--- src/rtl/dice_roll_sequencer.sv ---
// Roll-button controller: draws dice over a req/ack handshake, combines them per roll mode and
// presents one total. Optional button debouncer enabled by defining DICE_SEQ_DEBOUNCE_EN.
module dice_roll_sequencer #(
    parameter int unsigned MAX_DICE        = 8,
    parameter int unsigned ACK_TIMEOUT     = 255,
    parameter int unsigned DEBOUNCE_CYCLES = 16
) (
    input  logic       clk,
    input  logic       reset,
    input  logic       roll_btn,
    input  logic [2:0] num_dice,
    input  logic [1:0] roll_mode,
    input  logic [4:0] modifier,
    output logic       die_req,
    input  logic       die_ack,
    input  logic [4:0] die_value,
    output logic [7:0] result,
    output logic       result_valid,
    output logic       busy,
    output logic       crit_hi,
    output logic       crit_lo,
    output logic       timeout_err
);

    localparam int unsigned CntW = $clog2(MAX_DICE + 1);
    localparam int unsigned TimW = $clog2(ACK_TIMEOUT + 1);

    typedef enum logic [1:0] {StIdle, StReq, StGap, StFin} state_e;

    state_e          state_q, state_d;
    logic [CntW-1:0] count_q, count_d;
    logic [TimW-1:0] timer_q, timer_d;
    logic [7:0]      acc_q, acc_d;
    logic [1:0]      mode_q, mode_d;
    logic [4:0]      mod_q, mod_d;
    logic            single_q, single_d;
    logic [7:0]      result_q, result_d;
    logic            result_valid_q, result_valid_d;
    logic            crit_hi_q, crit_hi_d;
    logic            crit_lo_q, crit_lo_d;
    logic            timeout_q, timeout_d;

    logic sync1_q, sync2_q, lvl_prev_q;
    logic btn_lvl;
    logic start;

    always_ff @(posedge clk) begin
        if (reset) begin
            sync1_q    <= 1'b0;
            sync2_q    <= 1'b0;
            lvl_prev_q <= 1'b0;
        end else begin
            sync1_q    <= roll_btn;
            sync2_q    <= sync1_q;
            lvl_prev_q <= btn_lvl;
        end
    end

`ifdef DICE_SEQ_DEBOUNCE_EN
    localparam int unsigned DbW = $clog2(DEBOUNCE_CYCLES + 1);
    logic [DbW-1:0] db_cnt_q;
    logic           db_lvl_q;

    // Level follows the synchronised button only after DEBOUNCE_CYCLES differing cycles in a row.
    always_ff @(posedge clk) begin
        if (reset) begin
            db_cnt_q <= '0;
            db_lvl_q <= 1'b0;
        end else if (sync2_q == db_lvl_q) begin
            db_cnt_q <= '0;
        end else if (db_cnt_q == DbW'(DEBOUNCE_CYCLES - 1)) begin
            db_cnt_q <= '0;
            db_lvl_q <= sync2_q;
        end else begin
            db_cnt_q <= db_cnt_q + DbW'(1);
        end
    end
    assign btn_lvl = db_lvl_q;
`else
    logic unused_debounce;
    assign unused_debounce = ^DEBOUNCE_CYCLES;
    assign btn_lvl = sync2_q;
`endif

    assign start = btn_lvl & ~lvl_prev_q;

    logic [7:0] die_ext;
    logic [7:0] fold;
    logic       pair_mode;

    assign die_ext   = {3'b000, die_value};
    assign pair_mode = (roll_mode == 2'b01) || (roll_mode == 2'b10);

    always_comb begin
        unique case (mode_q)
            2'b01:   fold = (die_ext > acc_q) ? die_ext : acc_q;
            2'b10:   fold = (die_ext < acc_q) ? die_ext : acc_q;
            default: fold = acc_q + die_ext;
        endcase
    end

    always_comb begin
        state_d        = state_q;
        count_d        = count_q;
        timer_d        = timer_q;
        acc_d          = acc_q;
        mode_d         = mode_q;
        mod_d          = mod_q;
        single_d       = single_q;
        result_d       = result_q;
        result_valid_d = 1'b0;
        crit_hi_d      = 1'b0;
        crit_lo_d      = 1'b0;
        timeout_d      = 1'b0;

        unique case (state_q)
            StIdle: begin
                if (start) begin
                    mode_d  = roll_mode;
                    mod_d   = modifier;
                    timer_d = '0;
                    acc_d   = (roll_mode == 2'b10) ? 8'd31 : 8'd0;
                    if (pair_mode) begin
                        count_d  = CntW'(2);
                        single_d = 1'b1;
                    end else begin
                        if (num_dice == 3'd0) begin
                            count_d = CntW'(1);
                        end else if (CntW'(num_dice) > CntW'(MAX_DICE)) begin
                            count_d = CntW'(MAX_DICE);
                        end else begin
                            count_d = CntW'(num_dice);
                        end
                        single_d = (num_dice <= 3'd1);
                    end
                    state_d = StReq;
                end
            end
            StReq: begin
                if (die_ack) begin
                    acc_d   = fold;
                    count_d = count_q - CntW'(1);
                    timer_d = '0;
                    state_d = (count_q == CntW'(1)) ? StFin : StGap;
                end else if (timer_q == TimW'(ACK_TIMEOUT - 1)) begin
                    timer_d   = '0;
                    timeout_d = 1'b1;
                    state_d   = StIdle;
                end else begin
                    timer_d = timer_q + TimW'(1);
                end
            end
            StGap: begin
                timer_d = '0;
                state_d = StReq;
            end
            StFin: begin
                result_d       = acc_q + {3'b000, mod_q};
                result_valid_d = 1'b1;
                crit_hi_d      = single_q && (acc_q == 8'd20);
                crit_lo_d      = single_q && (acc_q == 8'd1);
                state_d        = StIdle;
            end
            default: state_d = StIdle;
        endcase
    end

    always_ff @(posedge clk) begin
        if (reset) begin
            state_q        <= StIdle;
            count_q        <= '0;
            timer_q        <= '0;
            acc_q          <= '0;
            mode_q         <= '0;
            mod_q          <= '0;
            single_q       <= 1'b0;
            result_q       <= '0;
            result_valid_q <= 1'b0;
            crit_hi_q      <= 1'b0;
            crit_lo_q      <= 1'b0;
            timeout_q      <= 1'b0;
        end else begin
            state_q        <= state_d;
            count_q        <= count_d;
            timer_q        <= timer_d;
            acc_q          <= acc_d;
            mode_q         <= mode_d;
            mod_q          <= mod_d;
            single_q       <= single_d;
            result_q       <= result_d;
            result_valid_q <= result_valid_d;
            crit_hi_q      <= crit_hi_d;
            crit_lo_q      <= crit_lo_d;
            timeout_q      <= timeout_d;
        end
    end

    assign die_req      = (state_q == StReq);
    assign busy         = (state_q != StIdle);
    assign result       = result_q;
    assign result_valid = result_valid_q;
    assign crit_hi      = crit_hi_q;
    assign crit_lo      = crit_lo_q;
    assign timeout_err  = timeout_q;

endmodule
--- config.mk ---
export PLATFORM = sky130hd
export DESIGN_NAME = dice_roll_sequencer
export DESIGN_NICKNAME = d
export VERILOG_FILES = /design/src/rtl/dice_roll_sequencer.sv
export SDC_FILE = /design/constraint.sdc
export NUM_CORES = 1
export LEC_CHECK = 0
export ABC_AREA = 1
export BUFFER_PORTS_ARGS = -buffer_cell sky130_fd_sc_hd__buf_4
export CAP_MARGIN = 25
export CORE_MARGIN = 4
export CORE_UTILIZATION = 40
export CTS_BUF_LIST = sky130_fd_sc_hd__clkbuf_8
export DETAILED_ROUTE_END_ITERATION = 10
export GPL_TIMING_DRIVEN = 0
export PLACE_DENSITY = 0.61
export SLEW_MARGIN = 5
export SYNTH_ARGS = -nofsm -noshare
export SYNTH_HDL_FRONTEND = slang
export SYNTH_SLANG_ARGS = --single-unit
--- constraint.sdc ---
create_clock -name clk -period 1.9 [get_ports clk]
set_input_delay 0.095 -clock clk [delete_from_list [all_inputs] [get_ports clk]]
set_output_delay 0.095 -clock clk [all_outputs]
set_load 0.02 [all_outputs]
Word level (Yosys, flattened, before mapping)
Cells that the tools add are included.
{"block": "word_totals", "ff_bits": 45, "input_bits": 19, "out_inout_bits": 14, "wordCells": 83}
{"block": "op_classes", "add_sub_neg": 4, "n_lt_le_gt_ge": 4, "eq_ne": 16, "mux": 25, "bitwise_logic": 4, "n_reduce_logical": 15}
{"operator": "$mux 8", "n": 7}
{"operator": "$pmux 8 s2", "n": 2}
{"operator": "$pmux 8 s3", "n": 1}
{"operator": "$mux 4", "n": 5}
{"operator": "$add 8x5->8", "n": 2}
{"operator": "$add 8x1->8 const B", "n": 1}
{"operator": "$eq 2x2->1 const B", "n": 4}
{"operator": "$eq 8x1->1 const B", "n": 1}
{"operator": "$eq 8x5->1 const B", "n": 1}
{"operator": "$eq 8x8->1 const B", "n": 1}
{"operator": "$gt 5x8->1", "n": 1}
{"operator": "$lt 5x8->1", "n": 1}
{"operator": "$pmux 2 s4", "n": 1}
{"operator": "$pmux 4 s2", "n": 1}
{"operator": "$eq 2x1->1 const B", "n": 3}
{"operator": "$mux 2", "n": 3}
{"operator": "$ne 3x3->1 const B", "n": 2}
{"operator": "$reduce_and 2->1", "n": 3}
{"operator": "$mux 5", "n": 1}
{"operator": "$reduce_and 5->1", "n": 1}
{"operator": "$eq 4x1->1 const B", "n": 1}
{"operator": "$gt 3x4->1 const B", "n": 1}
{"operator": "$mux 1", "n": 4}
{"operator": "$reduce_bool 2->1", "n": 2}
{"operator": "15 further kinds", "n": 18}

Logic depth before layout (Yosys ltp)
Gate-level depths: netlist of run 1.
{"block": "logic_depth", "depth_word": 6, "depth_mapped": 15, "depth_no_buf": 15}

Worst setup path before layout of run 1
Ideal clock, no wire load.
{"block": "synth_timing", "path_kind": "reg-to-reg", "from": "register acc_q[0]", "to": "register result_q[6], in the netlist result[6]", "setup_ps": 56, "arrival_time_ps": 1661, "required_time_ps": 1844, "path_slack_ps": 182, "stages_incl_launch_ff": 11, "path_buffers": 0, "synth_period_minus_slack_ps": 1718, "path_cell_list": "dfxtp_1 ha_1 inv_1 fa_1 o21ai_0 a21oi_1 nor2_1 a21oi_1 o21ai_0 nand2_1 inv_1"}
{"block": "synth_between", "elab_chain_len": 1}
{"item": "start: declaration", "line_no": "33", "source": "logic [7:0] acc_q, acc_d;"}
{"item": "start signal: assignment", "line_no": "173", "source": "acc_q <= '0;"}
{"item": "start signal: assignment", "line_no": "186", "source": "acc_q <= acc_d;"}
{"item": "$add 8x5->8", "line_no": "158", "source": "result_d = acc_q + {3'b000, mod_q};"}
{"item": "end signal: assignment", "line_no": "190", "source": "result_q <= result_d;"}
{"item": "end: declaration", "line_no": "37", "source": "logic [7:0] result_q, result_d;"}
No other way between the ends.
A chain may end at the register's enable or synchronous reset.

Worst setup path in the final report of run 1
{"block": "layout_timing", "from": "register acc_q[1]", "to": "register acc_q[4]"}
{"block": "layout_between", "elab_chain_len": 4, "elab_cells_between_ends": 9, "cone_classes": "1 x add/sub; 2 x order compare; 2 x eq/ne; 3 x mux; 1 x reduce/logical"}
{"item": "$add 8x5->8", "line_no": "98", "source": "default: fold = acc_q + die_ext;"}
{"item": "$pmux 8 s2", "line_no": "95", "source": "unique case (mode_q)"}
{"item": "$mux 8", "line_no": "140", "source": "if (die_ack) begin"}
{"item": "$pmux 8 s2", "line_no": "116", "source": "unique case (state_q)"}
Parallel ways exist; a longest one is shown, timed or not. The select of a mux whose other input is x is not followed.

==> results of run 1 <==
## power groups by stage
| stage | Clock [W] | Combinational [W] | Sequential (W) |
|---|---|---|---|
| 4_1_cts | 0.000637 | 0.000457 | 0.00102 |
| 5_1_grt | 0.000674 | 0.000569 | 0.00102 |
| 2_1_floorplan | 0 | 0.000327 | 0.00103 |
| 6_report | 0.000620 | 0.000496 | 0.00101 |
| 3_3_place_gp | 0 | 0.000449 | 0.00104 |
| 3_5_place_dp | 0 | 0.000451 | 0.00104 |
## cell type report
class,instances,area [sq um],share of cell area (%)
Clock buffer,5,68.8,2.14
Sequential cell,45,915,28.4
Clock inverter,3,21.3,0.661
Inverter,54,203,6.30
Multi-Input combinational cell,273,1600,49.6
Timing Repair Buffer,35,268,8.32
Buffer,9,48.8,1.52
Tap cell,77,96.3,2.99
## state kept, by name, summed over array words and instances, names as in the netlist, 2 cells and up
signal,count
acc_q,8
mod_q,5
count_q,4
timer_q,8
state_q,2
mode_q,2
result,8
## through the flow
stage,setup WS [ns],setup TNS (ns),utilization (%)
2_1_floorplan,0.182,0,-
3_3_place_gp,-0.0995,-0.372,46.7
3_5_place_dp,-0.114,-0.408,46.7
4_1_cts,0.0118,0,48.4
5_1_grt,-0.0505,-0.149,50.1
6_report,0.121,0,50.1
## logic make-up (layout without fill, tap and decap cells)
family | Yosys count | after routing
DFF | 45 | 45
adders and majority gates | 24 | 24
and+or+nand+nor | 166 | 167
xor gates and xnor gates | 8 | 8
AOI/OAI and AO/OA | 74 | 74
buffers and inverters | 63 | 106
## worst reg2reg max path: stages (launching register included)
cell and delay [ns]:
sky130_fd_sc_hd__dfxtp_4 0.39, sky130_fd_sc_hd__inv_2 0.09, sky130_fd_sc_hd__ha_1 0.32, sky130_fd_sc_hd__nand2_1 0.08, sky130_fd_sc_hd__nand2_1 0.05, sky130_fd_sc_hd__nand2_1 0.05, sky130_fd_sc_hd__nand2_1 0.04, sky130_fd_sc_hd__nand2_1 0.06
sky130_fd_sc_hd__nand2_2 0.09, sky130_fd_sc_hd__a21oi_4 0.20, sky130_fd_sc_hd__nand2_2 0.12, sky130_fd_sc_hd__nor2_1 0.14, sky130_fd_sc_hd__nor2_1 0.05
## synth_stat cells, types with 3 or more instances
cell	count	area share [%]
sky130_fd_sc_hd__nand2_1	66	9.3
sky130_fd_sc_hd__nor2_1	62	8.7
sky130_fd_sc_hd__inv_1	49	6.9
sky130_fd_sc_hd__dfxtp_1	45	34
sky130_fd_sc_hd__a21oi_1	31	5.8
sky130_fd_sc_hd__o21ai_0	31	5.8
sky130_fd_sc_hd__ha_1	22	10
sky130_fd_sc_hd__nand3_1	16	3.0
sky130_fd_sc_hd__nand4_1	7	1.6
sky130_fd_sc_hd__xor2_1	6	2.0
sky130_fd_sc_hd__inv_2	5	0.70
sky130_fd_sc_hd__clkbuf_1	4	0.56
sky130_fd_sc_hd__nand2_2	4	0.94
sky130_fd_sc_hd__buf_2	3	0.56
sky130_fd_sc_hd__o21ai_1	3	0.56
## what timing repair did
item,CTS,global route
hold buffers,2,0
cloned,0,1
hold endpoints to repair,2,0
endpoints found under the setup margin,9,10
pin swaps,0,2
setup buffers,0,2
gates resized for setup,5,24
## per-layer routing
layer / GRT usage [%] / up-vias / wire [um]
li1: - / 1300 / -
met1: 21.4 / 1113 / 2920
met2: 28.9 / 45 / 2960
met3: 3.28 / 4 / 282
met4: 4.19 / 0 / 49
met5: 0 / - / 0
## path summary, 6_finish.rpt
check,from,end,cells after the start
worst max register to register,acc_q[1],acc_q[4],12
worst min-delay path,modifier[4],mod_q[4],3
worst max-delay path,acc_q[1],acc_q[4],12
worst min register to register,sync1_q,btn_lvl,2
==> metrics.cfg, run 1 <==
[outcome]
result_of_the_run = complete, no violations

[power_and_ir_drop]
p_total_w = 0.00213
pwr_density_cell_nw_per_um2 = 662
share_clk_of_total_power_pct = 29.1
worst_ir_drop_vdd_mv = 0.444
share_comb_of_total_power_pct = 23.3
pwr-share-seq_pct = 47.6
power.net_switching_w = 0.000690
cell_internal_pwr_w = 0.00144
switching_share_pct = 32.4
p_leak_nw = 1.43

[clock_network]
cts-buffers-inserted = 5
clock_latency_ns = 0.30
cts_tree = yes
cts_max_level = 2
clkTransAtPathRegs_ns = 0.10
ctsLongestPathBuffers = 2
numClockSinks = 45
cts-root-buf = sky130_fd_sc_hd__clkbuf_8

[final_layout]
layoutNonFillerInstCount = 501
layout.cells.most_common = sky130_fd_sc_hd__nand2_1
layout_common_cells = sky130_fd_sc_hd__nand2_1 (64), sky130_fd_sc_hd__nor2_1 (61), sky130_fd_sc_hd__inv_1 (46), sky130_fd_sc_hd__dfxtp_1 (40), sky130_fd_sc_hd__buf_4 (34)
post_route_cells_drive_above_1_share_pct = 21.0
area_growth_syn_to_layout_pct = 20.6
num-fill-cells = 661
design_area_sq_um = 3220
antennaDiodeCount = 0
finalNetCount = 466

[floorplan]
floorplan.io_pins = 33
die_h_um = 89.7
floorplan.initialDensity_pct = 41.5
num_rows = 29
die_width_um = 89.7
floorplan.die_area_sq_um = 8040
floorplan.core_area_sq_um = 6420

[detailed_routing]
drt_first_iter_violations = 107
wl_um = 6210
ant_nets = 0
wl_per_cell_um = 12.4
first_pass_iters = 6
drcViolationCount = 0
vias = 2462
via_per_inst = 4.91

[worst_hold_path]
hold_path.class = input pin to register

[sta]
setup_violations = 0
fin_crit_ns = 1.78
timing.final.max_slew_violations = 0
final_count_of_hold_timing_violations = 0
fmax_mhz = 562
max_slew_margin_pct = 59.7
finalHoldWorstSlack_ns = 0.0395
timing_worst_slew_pin_value_ns = 0.605
min_period_over_period_pct = 93.6
finClkSkew_ns = 0.00994

[global_routing]
grt_start_max_net_pins = 16
grt_pass1_vias = 2354
grt_antenna_before_repair = 0
track_usage_pct = 16.7
grt_first_pass_wirelength_um = 10500
remaining_global_route_overflow = 0

[critical_path]
crit_fanout = 5
cells_along_the_critical_path = inv_2, ha_1, nand2_1, nand2_1, nand2_1, nand2_1, nand2_1, nand2_2, a21oi_4, nand2_2, nor2_1, nor2_1
critical_path.slowest_cell = sky130_fd_sc_hd__dfxtp_4
path_class = register to register
worst_ep_required_time_ns = 2.11
critical-path-top-cell-by-count = sky130_fd_sc_hd__nand2_1
worst_setup_path_start_kind = register
data_arrival_time_of_the_critical_path_ns = 1.98
critical_path.max_stage_delay_ns = 0.39
worstPathBufferInverterCount = 1
endpoint_kind = register
regToRegSetupSlack_ns = 0.12
critPathTopFamily = simple AND/OR/NAND/NOR gates

[synth]
synthesis.instances = 380
yosys_register_bits = 45
synth_enable_flop_cells = 0
synth_top_family_by_area = simple AND/OR/NAND/NOR gates
synthesis.yosys.warnings = 0
mappedNetlistArea_sq_um = 2670
postSynth.topFlopCell = sky130_fd_sc_hd__dfxtp_1
async_flop_share_pct = 0
synth_cell_types = 33
post_synth_xor_area_fraction_pct = 2.63
synthesis.nets = 423
synth_seq_area_share_pct = 33.8
synth_simple_gate_area_share_pct = 27.5
postSynthAreaPerCell_sq_um = 7.02
compound_gate_portion_of_the_synthesized_area_pct = 15.0
muxShareOfSynthArea_pct = 0
synth_fa_ha_area_share_pct = 11.8

[place]
placement_cell_area_sq_um = 3000
post-dp-hpwl_um = 4820
io_buffers = 31
numPlacedInstances = 488
place.gp.congestion = 0.839

[flow_run]
total_of_max_cap_violations = 0

Note: power is estimated with default switching activity, not from simulation.
==> inputs of run 2 (changes only) <==
--- a/config.mk
+++ b/config.mk
@@ -7,12 +7,13 @@
 export LEC_CHECK = 0
 export ABC_AREA = 1
 export BUFFER_PORTS_ARGS = -buffer_cell sky130_fd_sc_hd__buf_4
-export CAP_MARGIN = 25
+export CAP_MARGIN = 20
 export CORE_MARGIN = 4
 export CORE_UTILIZATION = 40
 export CTS_BUF_LIST = sky130_fd_sc_hd__clkbuf_8
 export DETAILED_ROUTE_END_ITERATION = 10
 export GPL_TIMING_DRIVEN = 0
+export MAX_ROUTING_LAYER = met4
 export PLACE_DENSITY = 0.61
 export SLEW_MARGIN = 5
 export SYNTH_ARGS = -nofsm -noshare
==> run 2 against run 1 <==
  * Clock skew about the same
  * Global-route usage is 0.44 points higher
  * Hold slack better by 0.0027 ns
  * Highest routed layer unchanged
  * Via count down 0.20%
  * Final cell count stayed put
==> metrics.cfg, run 2 (same netlist as run 1, synthesis figures left out) <==
[final_layout]
area_growth_syn_to_layout_pct = 20.6  ; unchanged
finalNetCount = 466  ; unchanged
layout.cells.most_common = sky130_fd_sc_hd__nand2_1
layout_common_cells = sky130_fd_sc_hd__nand2_1 (64), sky130_fd_sc_hd__nor2_1 (61), sky130_fd_sc_hd__inv_1 (46), sky130_fd_sc_hd__dfxtp_1 (40), sky130_fd_sc_hd__buf_4 (34)
antennaDiodeCount = 0  ; unchanged
post_route_cells_drive_above_1_share_pct = 21.0  ; unchanged
design_area_sq_um = 3220  ; unchanged

[floorplan]
floorplan.die_area_sq_um = 8040  ; unchanged
floorplan.io_pins = 33  ; unchanged
floorplan.initialDensity_pct = 41.5  ; unchanged
die_h_um = 89.7  ; unchanged
die_width_um = 89.7  ; unchanged
num_rows = 29  ; unchanged
floorplan.core_area_sq_um = 6420  ; unchanged

[sta]
max_slew_margin_pct = 59.6  ; about the same
fmax_mhz = 562  ; about the same
setup_violations = 0  ; unchanged
timing.final.max_slew_violations = 0  ; unchanged
finClkSkew_ns = 0.00994  ; -0.00000413 ns
timing_worst_slew_pin_value_ns = 0.605  ; +0.000749 ns
min_period_over_period_pct = 93.7  ; about the same
fin_crit_ns = 1.78  ; +0.00160 ns
final_count_of_hold_timing_violations = 0  ; unchanged

[clock_network]
cts-root-buf = sky130_fd_sc_hd__clkbuf_8
cts_tree = yes
cts-buffers-inserted = 5  ; unchanged
cts_max_level = 2  ; unchanged
numClockSinks = 45  ; unchanged
clock_latency_ns = 0.30  ; about the same
ctsLongestPathBuffers = 2  ; unchanged
clkTransAtPathRegs_ns = 0.10  ; about the same

[detailed_routing]
drt_first_iter_violations = 95  ; -11%
drcViolationCount = 0  ; unchanged
vias = 2457  ; -0.20%
ant_nets = 0  ; unchanged
wl_um = 6210  ; about the same
via_per_inst = 4.90  ; -0.20%
first_pass_iters = 4  ; -2
wl_per_cell_um = 12.4  ; about the same

[critical_path]
endpoint_kind = register
regToRegSetupSlack_ns = 0.12  ; about the same
worst_ep_required_time_ns = 2.10  ; about the same
r2r.worst_path.cells = 12  ; unchanged
crit_fanout = 5  ; unchanged
r2r_start = acc_q[1]
data_arrival_time_of_the_critical_path_ns = 1.98  ; about the same
worst_setup_path_start_kind = register
crit-reg2reg-capture = acc_q[4]
path_class = register to register

[outcome]
result_of_the_run = complete, no violations

[global_routing]
grt_start_max_net_pins = 16  ; unchanged
global_route.peak_usage_layer = met2
grtUsageMet3_pct = 2.55  ; -0.73 points
grt_first_pass_wirelength_um = 10500  ; -0.13%
track_usage_pct = 17.2  ; +0.44 points
groute.layer.met2.usage_pct = 28.9  ; unchanged
remaining_global_route_overflow = 0  ; unchanged
grt_antenna_before_repair = 0  ; unchanged
global_routing_met1_resource_utilization_pct = 21.5  ; +0.11 points
grt_pass1_vias = 2358  ; +0.17%

[worst_hold_path]
hold_path_startpoint = modifier[4]
hold_path.class = input pin to register
hold_path_depth = 3  ; unchanged
hold-path-endpoint = mod_q[4]

[power_and_ir_drop]
p_total_w = 0.00213  ; about the same
pwr_density_cell_nw_per_um2 = 661  ; about the same
p_leak_nw = 1.43  ; unchanged
worst_ir_drop_vdd_mv = 0.445  ; +0.12%

[place]
place.gp.congestion = 0.852  ; +1.6%
placement_cell_area_sq_um = 3000  ; unchanged
post-dp-hpwl_um = 4820  ; unchanged
io_buffers = 31  ; unchanged

[flow_run]
total_of_max_cap_violations = 0  ; unchanged

-- run 2: cell counts in the layout (fill, tap and decap cells not counted) --
Identical to the previous run, type by type.
-- run 2: repair_timing --
action                     4_1_cts  5_1_grt
pin swaps                        0        2
setup endpoints to repair        9       10
buffers inserted                 0        2
resized for setup                5       24
hold buffers                     2        0
gates cloned                     0        1
hold endpoints to repair         2        0
-- run 2: area by class of cell --
class | instances | area, sq um
Clock inverter | 3 | 21.3
Timing Repair Buffer | 35 | 268
Clock buffer | 5 | 68.8
Inverter | 54 | 203
Tap cell | 77 | 96.3
Fill cell | 661 | 3210
Multi-Input combinational cell | 273 | 1600
Buffer | 9 | 48.8
Sequential cell | 45 | 915
-- run 2: how the worst max path moves through the flow --
| stage | cells past startpoint | slack, ns | end | start |
|---|---|---|---|---|
| 2_1_floorplan | 10 | 0.18 | result[6] | acc_q[0] |
| 5_1_grt | 12 | -0.05 | acc_q[4] | acc_q[1] |
| 4_1_cts | 13 | 0.01 | acc_q[5] | acc_q[1] |
| 6_report | 12 | 0.12 | acc_q[4] | acc_q[1] |
| 3_5_place_dp | 10 | -0.11 | result[6] | acc_q[0] |
| 3_3_place_gp | 10 | -0.1 | result[6] | acc_q[0] |
-- run 2: critical path, stage by stage, from the launching register on --
cell and delay, ns:
sky130_fd_sc_hd__dfxtp_4 0.39, sky130_fd_sc_hd__inv_2 0.09, sky130_fd_sc_hd__ha_1 0.32, sky130_fd_sc_hd__nand2_1 0.08
sky130_fd_sc_hd__nand2_1 0.05, sky130_fd_sc_hd__nand2_1 0.05, sky130_fd_sc_hd__nand2_1 0.04, sky130_fd_sc_hd__nand2_1 0.06
sky130_fd_sc_hd__nand2_2 0.09, sky130_fd_sc_hd__a21oi_4 0.20, sky130_fd_sc_hd__nand2_2 0.13, sky130_fd_sc_hd__nor2_1 0.14
sky130_fd_sc_hd__nor2_1 0.05
-- run 2: metrics by stage --
stage / setup TNS, ns / utilization, % / std cells / hold slack (ns) / setup WS [ns]
2_1_floorplan: 0 / - / 380 / 0.171 / 0.182
3_3_place_gp: -0.372 / 46.7 / 488 / 0.300 / -0.0995
3_5_place_dp: -0.408 / 46.7 / 488 / 0.306 / -0.114
4_1_cts: 0 / 48.4 / 498 / 0.0353 / 0.0118
5_1_grt: -0.151 / 50.1 / 501 / 0.0710 / -0.0505
6_report: 0 / 50.1 / 501 / 0.0422 / 0.119
-- run 2: routing by layer --
metal / vias up / part of all wire, %
li1: 1300 / -
met1: 1112 / 48
met2: 43 / 48
met3: 2 / 3.9
met4: 0 / 0.52
met5: - / 0
-- run 2: report_power, final --
group	total, W	switching (W)	internal [W]
Combinational	0.000496	0.000302	0.000193
Sequential	0.00101	0.0000296	0.000983
Clock	0.000619	0.000358	0.000262
Total	0.00213	0.000690	0.00144
